$ cat src/rtl/wb_stage_inorder_if.sv
// Bus bundle for the in-order write-back stage: MEM-stage issue handshake,
// data-memory response channel and the register-file write-back port.
interface wb_stage_inorder_if #(
  parameter int BIT_NUMBER = 32,
  parameter int REG_ADDR_W = 4
);
  logic                         in_valid;
  logic                         in_ready;
  logic [BIT_NUMBER-1:0]        ALU_result;
  logic                         Mem_R_en;
  logic                         WB_en_in;
  logic [REG_ADDR_W-1:0]        Dest_in;
  logic [1:0]                   ld_size;
  logic                         ld_signed;
  logic                         mem_rsp_valid;
  logic [BIT_NUMBER-1:0]        mem_rsp_data;
  logic [BIT_NUMBER-1:0]        out;
  logic                         WB_en;
  logic [REG_ADDR_W-1:0]        Dest;
  logic [(2**REG_ADDR_W)-1:0]   busy_mask;
  logic                         rsp_err;

  // MEM stage / memory / register-file side
  modport master (
    output in_valid, ALU_result, Mem_R_en, WB_en_in, Dest_in, ld_size, ld_signed,
    output mem_rsp_valid, mem_rsp_data,
    input  in_ready, out, WB_en, Dest, busy_mask, rsp_err
  );

  // write-back stage side
  modport slave (
    input  in_valid, ALU_result, Mem_R_en, WB_en_in, Dest_in, ld_size, ld_signed,
    input  mem_rsp_valid, mem_rsp_data,
    output in_ready, out, WB_en, Dest, busy_mask, rsp_err
  );
endinterface

$ cat src/rtl/wb_stage_inorder.sv
// In-order write-back stage. A small circular buffer holds in-flight
// instructions; loads wait for their memory word (returned in issue order),
// sub-word data is extracted at retirement, and one entry retires per cycle
// strictly from the head. busy_mask tells the hazard unit which registers
// still have a pending write.
module wb_stage_inorder #(
  parameter int BIT_NUMBER = 32,
  parameter int REG_ADDR_W = 4,
  parameter int DEPTH      = 2
) (
  input logic               clk,
  input logic               rst,
  wb_stage_inorder_if.slave bus
);
  localparam int PW   = (DEPTH > 1) ? $clog2(DEPTH) : 1;
  localparam int NREG = 2 ** REG_ADDR_W;

  typedef logic [PW-1:0] ptr_t;
  typedef logic [PW:0]   cnt_t;

  localparam cnt_t DEPTH_C = cnt_t'(DEPTH);

  // Selects the final write-back value of a retiring load from its memory word.
  function automatic logic [BIT_NUMBER-1:0] extract_load(
    input logic [BIT_NUMBER-1:0] w,
    input logic [1:0]            size,
    input logic                  sgn,
    input logic [1:0]            alo
  );
    logic [15:0]           half_v;
    logic [7:0]            byte_v;
    logic [BIT_NUMBER-1:0] r_v;
    half_v = alo[1] ? w[31:16] : w[15:0];
    case (alo)
      2'b00:   byte_v = w[7:0];
      2'b01:   byte_v = w[15:8];
      2'b10:   byte_v = w[23:16];
      2'b11:   byte_v = w[31:24];
      default: byte_v = w[7:0];
    endcase
    case (size)
      2'b01:   r_v = sgn ? {{(BIT_NUMBER-16){half_v[15]}}, half_v}
                         : {{(BIT_NUMBER-16){1'b0}}, half_v};
      2'b10:   r_v = sgn ? {{(BIT_NUMBER-8){byte_v[7]}}, byte_v}
                         : {{(BIT_NUMBER-8){1'b0}}, byte_v};
      default: r_v = w;
    endcase
    return r_v;
  endfunction

  // True when slot idx lies inside the occupied window starting at rd.
  function automatic logic entry_live(input ptr_t idx, input ptr_t rd, input cnt_t cnt);
    ptr_t off_v;
    off_v = idx - rd;
    return ({1'b0, off_v} < cnt);
  endfunction

  // buffer storage
  logic [BIT_NUMBER-1:0] res_q   [DEPTH];
  logic [BIT_NUMBER-1:0] res_d   [DEPTH];
  logic [REG_ADDR_W-1:0] dst_q   [DEPTH];
  logic [REG_ADDR_W-1:0] dst_d   [DEPTH];
  logic [1:0]            size_q  [DEPTH];
  logic [1:0]            size_d  [DEPTH];
  logic [1:0]            alo_q   [DEPTH];
  logic [1:0]            alo_d   [DEPTH];
  logic [DEPTH-1:0]      wben_q, wben_d;
  logic [DEPTH-1:0]      isld_q, isld_d;
  logic [DEPTH-1:0]      sgn_q,  sgn_d;
  logic [DEPTH-1:0]      dv_q,   dv_d;

  // pointers and occupancy
  ptr_t rd_ptr_q, rd_ptr_d;
  ptr_t wr_ptr_q, wr_ptr_d;
  cnt_t count_q,  count_d;

  // registered outputs
  logic [BIT_NUMBER-1:0] out_q,  out_d;
  logic                  wb_q,   wb_d;
  logic [REG_ADDR_W-1:0] dest_q, dest_d;
  logic                  err_q,  err_d;

  logic                  in_ready_s;
  logic                  accept_s;
  logic                  retire_s;
  logic                  match_found_s;
  ptr_t                  match_idx_s;
  logic [NREG-1:0]       busy_s;

  assign in_ready_s = (count_q != DEPTH_C);
  assign accept_s   = bus.in_valid && in_ready_s;
  assign retire_s   = (count_q != cnt_t'(0)) && (!isld_q[rd_ptr_q] || dv_q[rd_ptr_q]);

  // Finds the oldest occupied load still waiting for its memory word.
  always_comb begin
    logic found_v;
    ptr_t idx_v;
    found_v     = 1'b0;
    idx_v       = '0;
    match_idx_s = '0;
    for (int k = 0; k < DEPTH; k++) begin
      idx_v = rd_ptr_q + ptr_t'(k);
      if (!found_v && (cnt_t'(k) < count_q) && isld_q[idx_v] && !dv_q[idx_v]) begin
        found_v     = 1'b1;
        match_idx_s = idx_v;
      end else begin
        found_v     = found_v;
      end
    end
    match_found_s = found_v;
  end

  // Pending-write mask: one-hot destination of every live entry that writes.
  always_comb begin
    busy_s = '0;
    for (int i = 0; i < DEPTH; i++) begin
      if (entry_live(ptr_t'(i), rd_ptr_q, count_q) && wben_q[i]) begin
        busy_s[dst_q[i]] = 1'b1;
      end else begin
        busy_s = busy_s;
      end
    end
  end

  // Next-state: response capture, head retirement and new-entry accept.
  always_comb begin
    res_d    = res_q;
    dst_d    = dst_q;
    size_d   = size_q;
    alo_d    = alo_q;
    wben_d   = wben_q;
    isld_d   = isld_q;
    sgn_d    = sgn_q;
    dv_d     = dv_q;
    rd_ptr_d = rd_ptr_q;
    wr_ptr_d = wr_ptr_q;
    out_d    = out_q;
    wb_d     = 1'b0;
    dest_d   = dest_q;
    err_d    = err_q;

    // the retiring head already holds its data, so it is never the match target
    if (bus.mem_rsp_valid) begin
      if (match_found_s) begin
        res_d[match_idx_s] = bus.mem_rsp_data;
        dv_d[match_idx_s]  = 1'b1;
      end else begin
        err_d = 1'b1;
      end
    end else begin
      err_d = err_q;
    end

    if (retire_s) begin
      rd_ptr_d = rd_ptr_q + ptr_t'(1);
      if (wben_q[rd_ptr_q]) begin
        wb_d   = 1'b1;
        dest_d = dst_q[rd_ptr_q];
        if (isld_q[rd_ptr_q]) begin
          out_d = extract_load(res_q[rd_ptr_q], size_q[rd_ptr_q],
                               sgn_q[rd_ptr_q], alo_q[rd_ptr_q]);
        end else begin
          out_d = res_q[rd_ptr_q];
        end
      end else begin
        wb_d = 1'b0;
      end
    end else begin
      rd_ptr_d = rd_ptr_q;
    end

    // the write slot is never live when accepting, so it cannot collide
    if (accept_s) begin
      res_d[wr_ptr_q]  = bus.ALU_result;
      dst_d[wr_ptr_q]  = bus.Dest_in;
      size_d[wr_ptr_q] = bus.ld_size;
      alo_d[wr_ptr_q]  = bus.ALU_result[1:0];
      wben_d[wr_ptr_q] = bus.WB_en_in;
      isld_d[wr_ptr_q] = bus.Mem_R_en;
      sgn_d[wr_ptr_q]  = bus.ld_signed;
      dv_d[wr_ptr_q]   = 1'b0;
      wr_ptr_d         = wr_ptr_q + ptr_t'(1);
    end else begin
      wr_ptr_d = wr_ptr_q;
    end

    count_d = count_q + cnt_t'(accept_s) - cnt_t'(retire_s);
  end

  // State and output registers; reset empties the buffer and zeroes outputs.
  always_ff @(posedge clk or negedge rst) begin
    if (!rst) begin
      for (int i = 0; i < DEPTH; i++) begin
        res_q[i]  <= '0;
        dst_q[i]  <= '0;
        size_q[i] <= 2'b00;
        alo_q[i]  <= 2'b00;
      end
      wben_q   <= '0;
      isld_q   <= '0;
      sgn_q    <= '0;
      dv_q     <= '0;
      rd_ptr_q <= '0;
      wr_ptr_q <= '0;
      count_q  <= '0;
      out_q    <= '0;
      wb_q     <= 1'b0;
      dest_q   <= '0;
      err_q    <= 1'b0;
    end else begin
      res_q    <= res_d;
      dst_q    <= dst_d;
      size_q   <= size_d;
      alo_q    <= alo_d;
      wben_q   <= wben_d;
      isld_q   <= isld_d;
      sgn_q    <= sgn_d;
      dv_q     <= dv_d;
      rd_ptr_q <= rd_ptr_d;
      wr_ptr_q <= wr_ptr_d;
      count_q  <= count_d;
      out_q    <= out_d;
      wb_q     <= wb_d;
      dest_q   <= dest_d;
      err_q    <= err_d;
    end
  end

  assign bus.in_ready  = in_ready_s;
  assign bus.out       = out_q;
  assign bus.WB_en     = wb_q;
  assign bus.Dest      = dest_q;
  assign bus.busy_mask = busy_s;
  assign bus.rsp_err   = err_q;
endmodule
$ cat src/flat_wrapper.sv
// flat-port wrapper written by rule: the top's interface ports become plain ports
module wb_stage_inorder_flat 
#(
  parameter int BIT_NUMBER = 32,
  parameter int REG_ADDR_W = 4,
  parameter int DEPTH      = 2
)
  (clk, rst, bus_in_valid, bus_ALU_result, bus_Mem_R_en, bus_WB_en_in, bus_Dest_in, bus_ld_size, bus_ld_signed, bus_mem_rsp_valid, bus_mem_rsp_data, bus_in_ready, bus_out, bus_WB_en, bus_Dest, bus_busy_mask, bus_rsp_err);
  wb_stage_inorder_if #(.BIT_NUMBER(BIT_NUMBER), .REG_ADDR_W(REG_ADDR_W)) bus_i ();
  input logic clk;
  input logic rst;
  input wire logic [$bits(bus_i.in_valid)-1:0] bus_in_valid;
  input wire logic [$bits(bus_i.ALU_result)-1:0] bus_ALU_result;
  input wire logic [$bits(bus_i.Mem_R_en)-1:0] bus_Mem_R_en;
  input wire logic [$bits(bus_i.WB_en_in)-1:0] bus_WB_en_in;
  input wire logic [$bits(bus_i.Dest_in)-1:0] bus_Dest_in;
  input wire logic [$bits(bus_i.ld_size)-1:0] bus_ld_size;
  input wire logic [$bits(bus_i.ld_signed)-1:0] bus_ld_signed;
  input wire logic [$bits(bus_i.mem_rsp_valid)-1:0] bus_mem_rsp_valid;
  input wire logic [$bits(bus_i.mem_rsp_data)-1:0] bus_mem_rsp_data;
  output wire logic [$bits(bus_i.in_ready)-1:0] bus_in_ready;
  output wire logic [$bits(bus_i.out)-1:0] bus_out;
  output wire logic [$bits(bus_i.WB_en)-1:0] bus_WB_en;
  output wire logic [$bits(bus_i.Dest)-1:0] bus_Dest;
  output wire logic [$bits(bus_i.busy_mask)-1:0] bus_busy_mask;
  output wire logic [$bits(bus_i.rsp_err)-1:0] bus_rsp_err;
  assign bus_i.in_valid = bus_in_valid;
  assign bus_i.ALU_result = bus_ALU_result;
  assign bus_i.Mem_R_en = bus_Mem_R_en;
  assign bus_i.WB_en_in = bus_WB_en_in;
  assign bus_i.Dest_in = bus_Dest_in;
  assign bus_i.ld_size = bus_ld_size;
  assign bus_i.ld_signed = bus_ld_signed;
  assign bus_i.mem_rsp_valid = bus_mem_rsp_valid;
  assign bus_i.mem_rsp_data = bus_mem_rsp_data;
  assign bus_in_ready = bus_i.in_ready;
  assign bus_out = bus_i.out;
  assign bus_WB_en = bus_i.WB_en;
  assign bus_Dest = bus_i.Dest;
  assign bus_busy_mask = bus_i.busy_mask;
  assign bus_rsp_err = bus_i.rsp_err;
  wb_stage_inorder #(.BIT_NUMBER(BIT_NUMBER), .REG_ADDR_W(REG_ADDR_W), .DEPTH(DEPTH)) u_core (.clk(clk), .rst(rst), .bus(bus_i));
endmodule
$ cat config.mk
export PLATFORM = sky130hd
export DESIGN_NAME = wb_stage_inorder_flat
export DESIGN_NICKNAME = d
export VERILOG_FILES = /design/src/rtl/wb_stage_inorder_if.sv /design/src/rtl/wb_stage_inorder.sv /design/src/flat_wrapper.sv
export SDC_FILE = /design/constraint.sdc
export NUM_CORES = 1
export LEC_CHECK = 0
export CORE_UTILIZATION = 51
export CTS_CLUSTER_DIAMETER = 150
export DETAILED_ROUTE_END_ITERATION = 16
export GPL_ROUTABILITY_DRIVEN = 0
export PLACE_DENSITY_LB_ADDON = 0.2
export SETUP_SLACK_MARGIN = 0.15
export SKIP_LAST_GASP = 1
export SYNTH_ARGS = -nofsm -noshare
export SYNTH_HDL_FRONTEND = slang
export SYNTH_SLANG_ARGS = --single-unit
$ cat constraint.sdc
create_clock -name clk -period 5.9 [get_ports clk]
set_input_delay 0.59 -clock clk [delete_from_list [all_inputs] [get_ports clk]]
set_output_delay 0.59 -clock clk [all_outputs]
set_load 0.1 [all_outputs]
Word level (Yosys, flattened, before mapping):

Index checks and enable logic that the tools add are counted.
W data, S select, Z words.

* add/sub/neg operators: 6
* multiply operators: 0
* divide/modulo/power cells: 0
* magnitude comparators: 19
* equal/unequal tests: 6
* shift operators: 0
* muxes and demuxes: 68
* bitwise operators: 8
* reductions and logical operators: 24

Operators by type and width (count)
* $mux W32: 8
* $mux W64: 3
* $bwmux W64: 2
* $demux W32 S1: 2
* $pmux W32 S2: 1
* $mux W16: 3
* $pmux W8 S4: 1
* $mux W1: 22
* $mux W2: 10
* $mux W4: 4
* $or A16 B16 Y16: 1
* $logic_and A1 B1 Y1: 15
* $lt A4 B5 Y1 const B: 2
* $bwmux W4: 2
* $bwmux W8: 1
* $demux W1 S4: 2
* $ge A4 B1 Y1 const B: 2
* $lt A1 B2 Y1 const B: 4
* $bwmux W2: 3
* $eq A2 B2 Y1 const B: 3
* $ge A2 B2 Y1 const B: 3
* $not A1 Y2: 3
* $demux W4 S1: 1
* $eq A2 B1 Y1 const B: 2
* other kinds (20): 31

* register bits after elaboration: 130
* latch bits: 0
* RAM bits: 0
* memory bits (read-only): 0
* input bits: 77
* output and inout bits: 55
* word-level logic and storage cells: 150
* memories kept: 0

Depth between registers and ports, before layout:

Gate-level depths: netlist of run 1.

* depth in word-level cells: 20
* gate-level depth with buffers: 13
* depth with buffers taken out: 8

Worst setup path before layout of run 1:

Ideal clock, no wire load.

* path kind: register to output
* from: reg u_core.rd_ptr_q
* to: out bus_busy_mask[11]
* arrival time: 3.437 ns
* required time: 5.310 ns
* setup slack: 1.873 ns
* cell stages (with the launch flop): 7
* path buffers: 2
* path through: dfrtp_1 -> buf_6 -> buf_2 -> nor2b_1 -> o21a_1 -> nand3_1 -> o32ai_1

* word-level cells in the longest chain between the ends: 6
* elaborated cells between the ends (all ways): 9
* classes of those cells: 2 x add/sub; 2 x order compare; 2 x mux; 1 x bitwise; 2 x reduce/logical

Ends and longest elaborated chain
* start, declared: line wb_stage_inorder.sv:73 `ptr_t rd_ptr_q, rd_ptr_d;`
* start signal, assigned: line wb_stage_inorder.sv:219 `rd_ptr_q <= rd_ptr_d;`
* $sub A1 B1 Y1: line wb_stage_inorder.sv:54 `off_v = idx - rd;`
* $lt A1 B2 Y1: line wb_stage_inorder.sv:55 `return ({1'b0, off_v} < cnt);`
* $logic_and A1 B1 Y1: line wb_stage_inorder.sv:117 `if (entry_live(ptr_t'(i), rd_ptr_q, count_q) && wben_q[i]) begin`
* $mux W16: line wb_stage_inorder.sv:117
* $or A16 B16 Y16 (no line)
* $mux W16 (*): line wb_stage_inorder.sv:117
* end, declared: line flat_wrapper.sv:25 `output wire logic [$bits(bus_i.busy_mask)-1:0] bus_busy_mask;`

Mark *: on every way between the ends. The rest lies on a longest branch, timed or not.

Worst setup path after layout of run 1:

* from: reg u_core.rd_ptr_q
* to: out bus_busy_mask[8]

Same word-level chain as after synthesis.

==> results_dict.tcl, run 1 <==
set metrics [dict create \
    dieWidth_um 117 \
    grt_pass1_vias 5799 \
    skew_ns 0.00611 \
    clockBufferDepth 2 \
    grt_overflow 0 \
    synth_edf_count 0 \
    synth_ff_type "dfrtp_1" \
    antenna_found_initial 0 \
    grtUsageTotal 0.298 \
    post-route-drc-count 0 \
    fin_crit_ns 3.95 \
    timing.rr.start "u_core.rd_ptr_q" \
    die_y_um 117 \
    hold_viol_final 0 \
    synth_area_um2 6720 \
    vias 5858 \
    yosys_register_bits 130 \
    finalNetCount 894 \
    ant_nets 0 \
    wl_met2_um 9040 \
    clk_pin_slew_worst_paths_ns 0.06 \
    setup.worst_path.end_class "output port" \
    dp_hpwl_um 12600 \
    io_pins 132 \
    max-slew-margin-rel 0.313 \
    clkLatencyLatePin_ns 0.41 \
    route.met3.wl_um 1220 \
    top_layer "met4" \
    report.power.total_uw 5920 \
    die-area_um2 13600 \
    final.setup.tns_ns 0 \
    drv_slew 0 \
    worstSetupPathType "reg2out" \
    wl_met1_um 8350 \
    hold_ws_ns 0.293 \
    syn2layout_area_growth_pct 29.9 \
    port_buffers 131 \
    rr_endpoint "u_core.bus.out[14]" \
    cts_sinks 130 \
    stdcell_area_um2 8730 \
    required_ns 5.31 \
    wl_per_cell_um 18.9 \
    viasPerCell 5.87 \
    worstMarginPinSlew_ns 1.00 \
    numCtsBuffers 17 \
    syn_area_per_cell_um2 9.57 \
    hold_class "in2async" \
    cts_setup_buffers 0 \
    diodes 0 \
    yosysUniqueCellTypes 44 \
    rows 41 \
    htreeDepth 4 \
    drv_cap 0 \
    synthCells 702 \
    cts_root_buf "clkbuf_16" \
    fmax_mhz 253 \
    first_pass_iters 5 \
    vdd_drop_max_mv 0.544 \
    crit_arrival_ns 3.36 \
    reg2reg_slack_ns 2.65 \
    drt-total-wl_um 18900 \
    cts_resized 0 \
    core_um2 12700 \
    drtIter0Drc 572 \
    critPathLaunchType "register" \
    power.density_nw_per_um2 679 \
    syn_nets 783 \
    layout.cells.non_filler 998 \
    fin_crit_sh 0.669 \
    grt_first_pass_wirelength_um 30700 \
    synth_top_cell_by_area "dfrtp_1" \
    cts-hold-fix-buffers 0 \
    p_leak_uw 0.00375 \
    layout-drive-gt1-share 0.0811 \
    yosysWarnings 0 \
    cp_max_fo 30 \
    start_util 0.528 \
    grt_max_degree 72 \
    dpl_cell_area_um2 8100 \
    synth_area_leaders "dfrtp_1 48%, mux2i_1 15%, nand2_1 8.3%" \
    cts_tree "done" \
    async_reset_ff_frac 1.00 \
    rsz0062_at_grt "false" \
    seq_area_frac_synth 0.484 \
    r2r_cells 7 \
    final-setup-viol-count 0 \
    status "complete, no violations" \
    synth_top_area_frac 0.484 \
    place_inst 966 \
]
-- cells in the mapped netlist, types with 2 or more instances --
| master | count |
|---|---|
| nand2_1 | 149 |
| dfrtp_1 | 130 |
| mux2i_1 | 99 |
| o21ai_0 | 75 |
| a21oi_1 | 31 |
| nor2_1 | 30 |
| clkbuf_1 | 28 |
| a211o_1 | 16 |
| nor3_1 | 15 |
| o21ai_1 | 13 |
| mux2_2 | 12 |
| o22ai_1 | 12 |
| buf_2 | 10 |
| inv_1 | 9 |
| a221o_1 | 7 |
| nand2b_1 | 7 |
| nand3_1 | 7 |
| buf_4 | 4 |
| ha_1 | 4 |
| nor2b_1 | 4 |
| o32ai_1 | 4 |
| or2_2 | 4 |
| and3_1 | 3 |
| buf_6 | 3 |
| nor3b_1 | 3 |
| a21o_1 | 2 |
| nand3b_1 | 2 |
| or3_1 | 2 |
| xnor2_1 | 2 |
-- power by group --
group	internal (uW)	switching, uW	leakage [uW]
sequential	1320	352	0.00162
clock	738	382	0.000306
combinational	998	2140	0.00183
total	3050	2870	0.00375
-- metal layers --
metal,GRT usage,up-vias
met5,0,-
met4,0.0810,0
li1,-,2685
met3,0.0536,25
met1,0.423,2885
met2,0.473,263
-- area by class of cell --
type	instances	area (um^2)
clock buffers	22	474
multi-input cells	516	3230
fillers	993	3990
flip-flops and latches	130	3250
clock inverters	10	155
well taps	172	215
repair buffers	138	1360
inverters	10	37.5
-- worst max-delay path by stage --
stage                          startpoint                 to  slack [ns]  cells after the start
final                     u_core.rd_ptr_q   bus_busy_mask[8]        1.95                      5
after global routing      u_core.rd_ptr_q   bus_busy_mask[7]        1.90                      5
after CTS                 u_core.rd_ptr_q   bus_busy_mask[8]        1.99                      5
after detailed placement  u_core.rd_ptr_q   bus_busy_mask[8]        2.44                      5
after global placement    u_core.rd_ptr_q   bus_busy_mask[0]        2.50                      5
after floorplan           u_core.rd_ptr_q  bus_busy_mask[11]        1.87                      6
-- registers in the layout (all words and copies together), names as in the netlist, 2 cells and up --
register and count:
u_core.dst_q 8, u_core.size_q 4, u_core.isld_q 2, u_core.bus.Dest 4, u_core.wben_q 2, u_core.count_q 2
u_core.res_q 64, u_core.alo_q 4, u_core.bus.out 32, u_core.sgn_q 2, u_core.dv_q 2
-- critical path: stages (launching register included) --
cell and delay (ns):
dfrtp_2 0.85, a21o_1 0.22, nand2_1 0.08, or3_1 0.39, o22ai_1 0.23, clkdlybuf4s50_1 1.17
-- cells by family (layout without fill, tap and decap cells) --
| kind of cell | after synthesis | in the layout | share of synthesized area |
|---|---|---|---|
| flops | 130 | 130 | 0.484 |
| fa+ha+maj | 4 | 4 | 0.00745 |
| mux | 113 | 113 | 0.173 |
| buf+inv | 56 | 180 | 0.0387 |
| compound gates | 169 | 169 | 0.151 |
| xor+xnor | 3 | 3 | 0.00391 |
| simple gates | 227 | 227 | 0.141 |
-- stage by stage --
stage	util	setup slack (ns)
after global placement	0.637	2.50
final	0.686	1.95
after CTS	0.686	1.99
after detailed placement	0.637	2.44
after global routing	0.686	1.90
after floorplan	-	1.87
-- placed cells by master, fill, tap and decap left out, types with 7 or more instances in the layout --
cell type,n
nand2b_1,7
clkdlybuf4s50_1,130
a21oi_1,31
nor2_1,29
a221o_1,7
o21ai_0,75
mux2i_1,99
nand3_1,7
clkbuf_16,17
o21ai_1,13
buf_4,8
nor3_1,15
o22ai_1,12
nand2_1,149
mux2_2,12
a211o_1,16
dfrtp_1,129
inv_1,9
(Power assumes the default switching activity.)
==> run 2, diff against run 1 <==
clock period = 3.95 ns   (was 5.9 ns; I/O delays follow)
==> run 2 against run 1 <==
Compared with the run above:
- global-route usage decreased by 1.7 points
- setup slack got worse by 1.4 ns
- clock power increased by 46%
- flip-flop and latch count unchanged
- critical path depth increased by 1
- via count decreased by 1.7%
- sequential power increased by 49%
- clock skew increased by 0.0024 ns
- die area unchanged
- power increased by 48%
- worst hold slack got worse by 0.21 ns
- sequential share of layout area increased by 0.070 points
- critical endpoint is now bus_busy_mask[4]
- largest power group unchanged
==> results_dict.tcl, run 2 (synthesized netlist as in run 1, its figures left out) <==
set metrics [dict create \
    rsz0062_at_grt "false" \
    dp_hpwl_um 12300 \
    crit_path_max_incr_delay_ns 0.84 \
    final-setup-viol-count 0 \
    core_um2 12700 \
    vdd_drop_max_mv 0.761 \
    layout.cells.non_filler 999 \
    critPathLaunchType "register" \
    slowest_stage "dfrtp_2" \
    timing.rr.start "u_core.rd_ptr_q" \
    report.power.total_uw 8780 \
    syn2layout_area_growth_pct 29.6 \
    port_buffers 131 \
    hold_class "in2async" \
    grtUsageTotal 0.281 \
    numCtsBuffers 17 \
    skew_ns 0.00849 \
    setup.worst_path.end_class "output port" \
    layout-drive-gt1-share 0.0967 \
    clk_pin_slew_worst_paths_ns 0.06 \
    largest-register "u_core.res_q" \
    first_pass_iters 7 \
    finalNetCount 895 \
    diodes 0 \
    layout_common_cells "149 x nand2_1, 129 x dfrtp_1, 114 x clkdlybuf4s50_1" \
    fin_crit_ns 3.40 \
    p_leak_uw 0.00379 \
    power.density_nw_per_um2 1010 \
    reg2reg_slack_ns 0.71 \
    grt_pass1_vias 5571 \
    io_pins 132 \
    hold_viol_final 0 \
    cts_sinks 130 \
    timing.critical_path.max_delay_family "buffers and inverters" \
    rows 41 \
    fin_crit_sh 0.860 \
    cts_root_buf "clkbuf_16" \
    layout_commonest_cell "nand2_1" \
    cts-hold-fix-buffers 0 \
    status "complete, no violations" \
    grt_overflow 0 \
    place_inst 967 \
    grt_first_pass_wirelength_um 28600 \
    crit_arrival_ns 3.00 \
    cpMostUsedCell "buf_4" \
    start_util 0.528 \
    cp_max_fo 29 \
    r2r_cells 7 \
    wl_per_cell_um 18.1 \
    clockBufferDepth 2 \
    rr_endpoint "u_core.bus.out[15]" \
    dieWidth_um 117 \
    worstSetupPathType "reg2out" \
    cts_setup_buffers 0 \
    cts_resized 0 \
    path_depth 6 \
    grt_max_degree 71 \
    max-slew-margin-rel 0.178 \
    final.setup.tns_ns 0 \
    crit_path_cell_trace "buf_4 > a21o_1 > nand2_1 > or3_1 > o22ai_1 > buf_4" \
    die_y_um 117 \
    antenna_found_initial 0 \
    clkLatencyLatePin_ns 0.42 \
    hold_ws_ns 0.0856 \
    worstMarginPinSlew_ns 1.23 \
    ant_nets 0 \
    vias 5756 \
    cts_tree "done" \
    drv_cap 0 \
    largest_reg_flops 64 \
    required_ns 3.56 \
    viasPerCell 5.76 \
    htreeDepth 4 \
    drt-total-wl_um 18100 \
    fin_util 0.685 \
    drtIter0Drc 567 \
    fmax_mhz 294 \
    drv_slew 0 \
    cp.buffers_inverters 2 \
    post-route-drc-count 0 \
    die-area_um2 13600 \
]
run 2: final cells by class:
class / instances / area, um^2
Clock inverter: 3 / 90.1
Multi-Input combinational cell: 516 / 3230
Fill cell: 1042 / 4010
Inverter: 10 / 37.5
Tap cell: 172 / 215
Sequential cell: 130 / 3250
Clock buffer: 29 / 531
Timing Repair Buffer: 139 / 1350
run 2: worst max-delay path by stage:
stage                     from                  to
6_report       u_core.rd_ptr_q    bus_busy_mask[4]
5_1_grt        u_core.rd_ptr_q    bus_busy_mask[4]
3_3_place_gp   u_core.rd_ptr_q  u_core.bus.out[15]
3_5_place_dp   u_core.rd_ptr_q  u_core.bus.out[11]
2_1_floorplan  u_core.rd_ptr_q   bus_busy_mask[11]
4_1_cts        u_core.rd_ptr_q    bus_busy_mask[4]
run 2: report_power, final:
group          internal (uW)  leakage (uW)  switching, uW
Combinational           1500       0.00187           3160
Sequential              1970       0.00162            516
Clock                   1090      0.000302            544
run 2: worst register-to-register path: stages, from the launching register on:
cell and delay [ns]:
dfrtp_2 0.84, mux2i_1 0.33, inv_1 0.07, ha_1 0.29, nor2_2 0.60, nand2_1 0.38
a31oi_2 0.46, a21oi_1 0.14
run 2: metrics by stage:
stage                     setup WS (ns)  area [um^2]
after floorplan                   0.118         6720
after global routing              0.446         8710
final                             0.554         8710
after global placement            0.973         8090
after detailed placement          0.838         8090
after CTS                         0.547         8710
run 2: routing by layer:
metal  share of wire  track usage  vias up
met1            0.44        0.386     2777
li1                -            -     2692
met4           0.013       0.0903        0
met2            0.48        0.450      263
met5               0            0        -
met3           0.069       0.0587       24
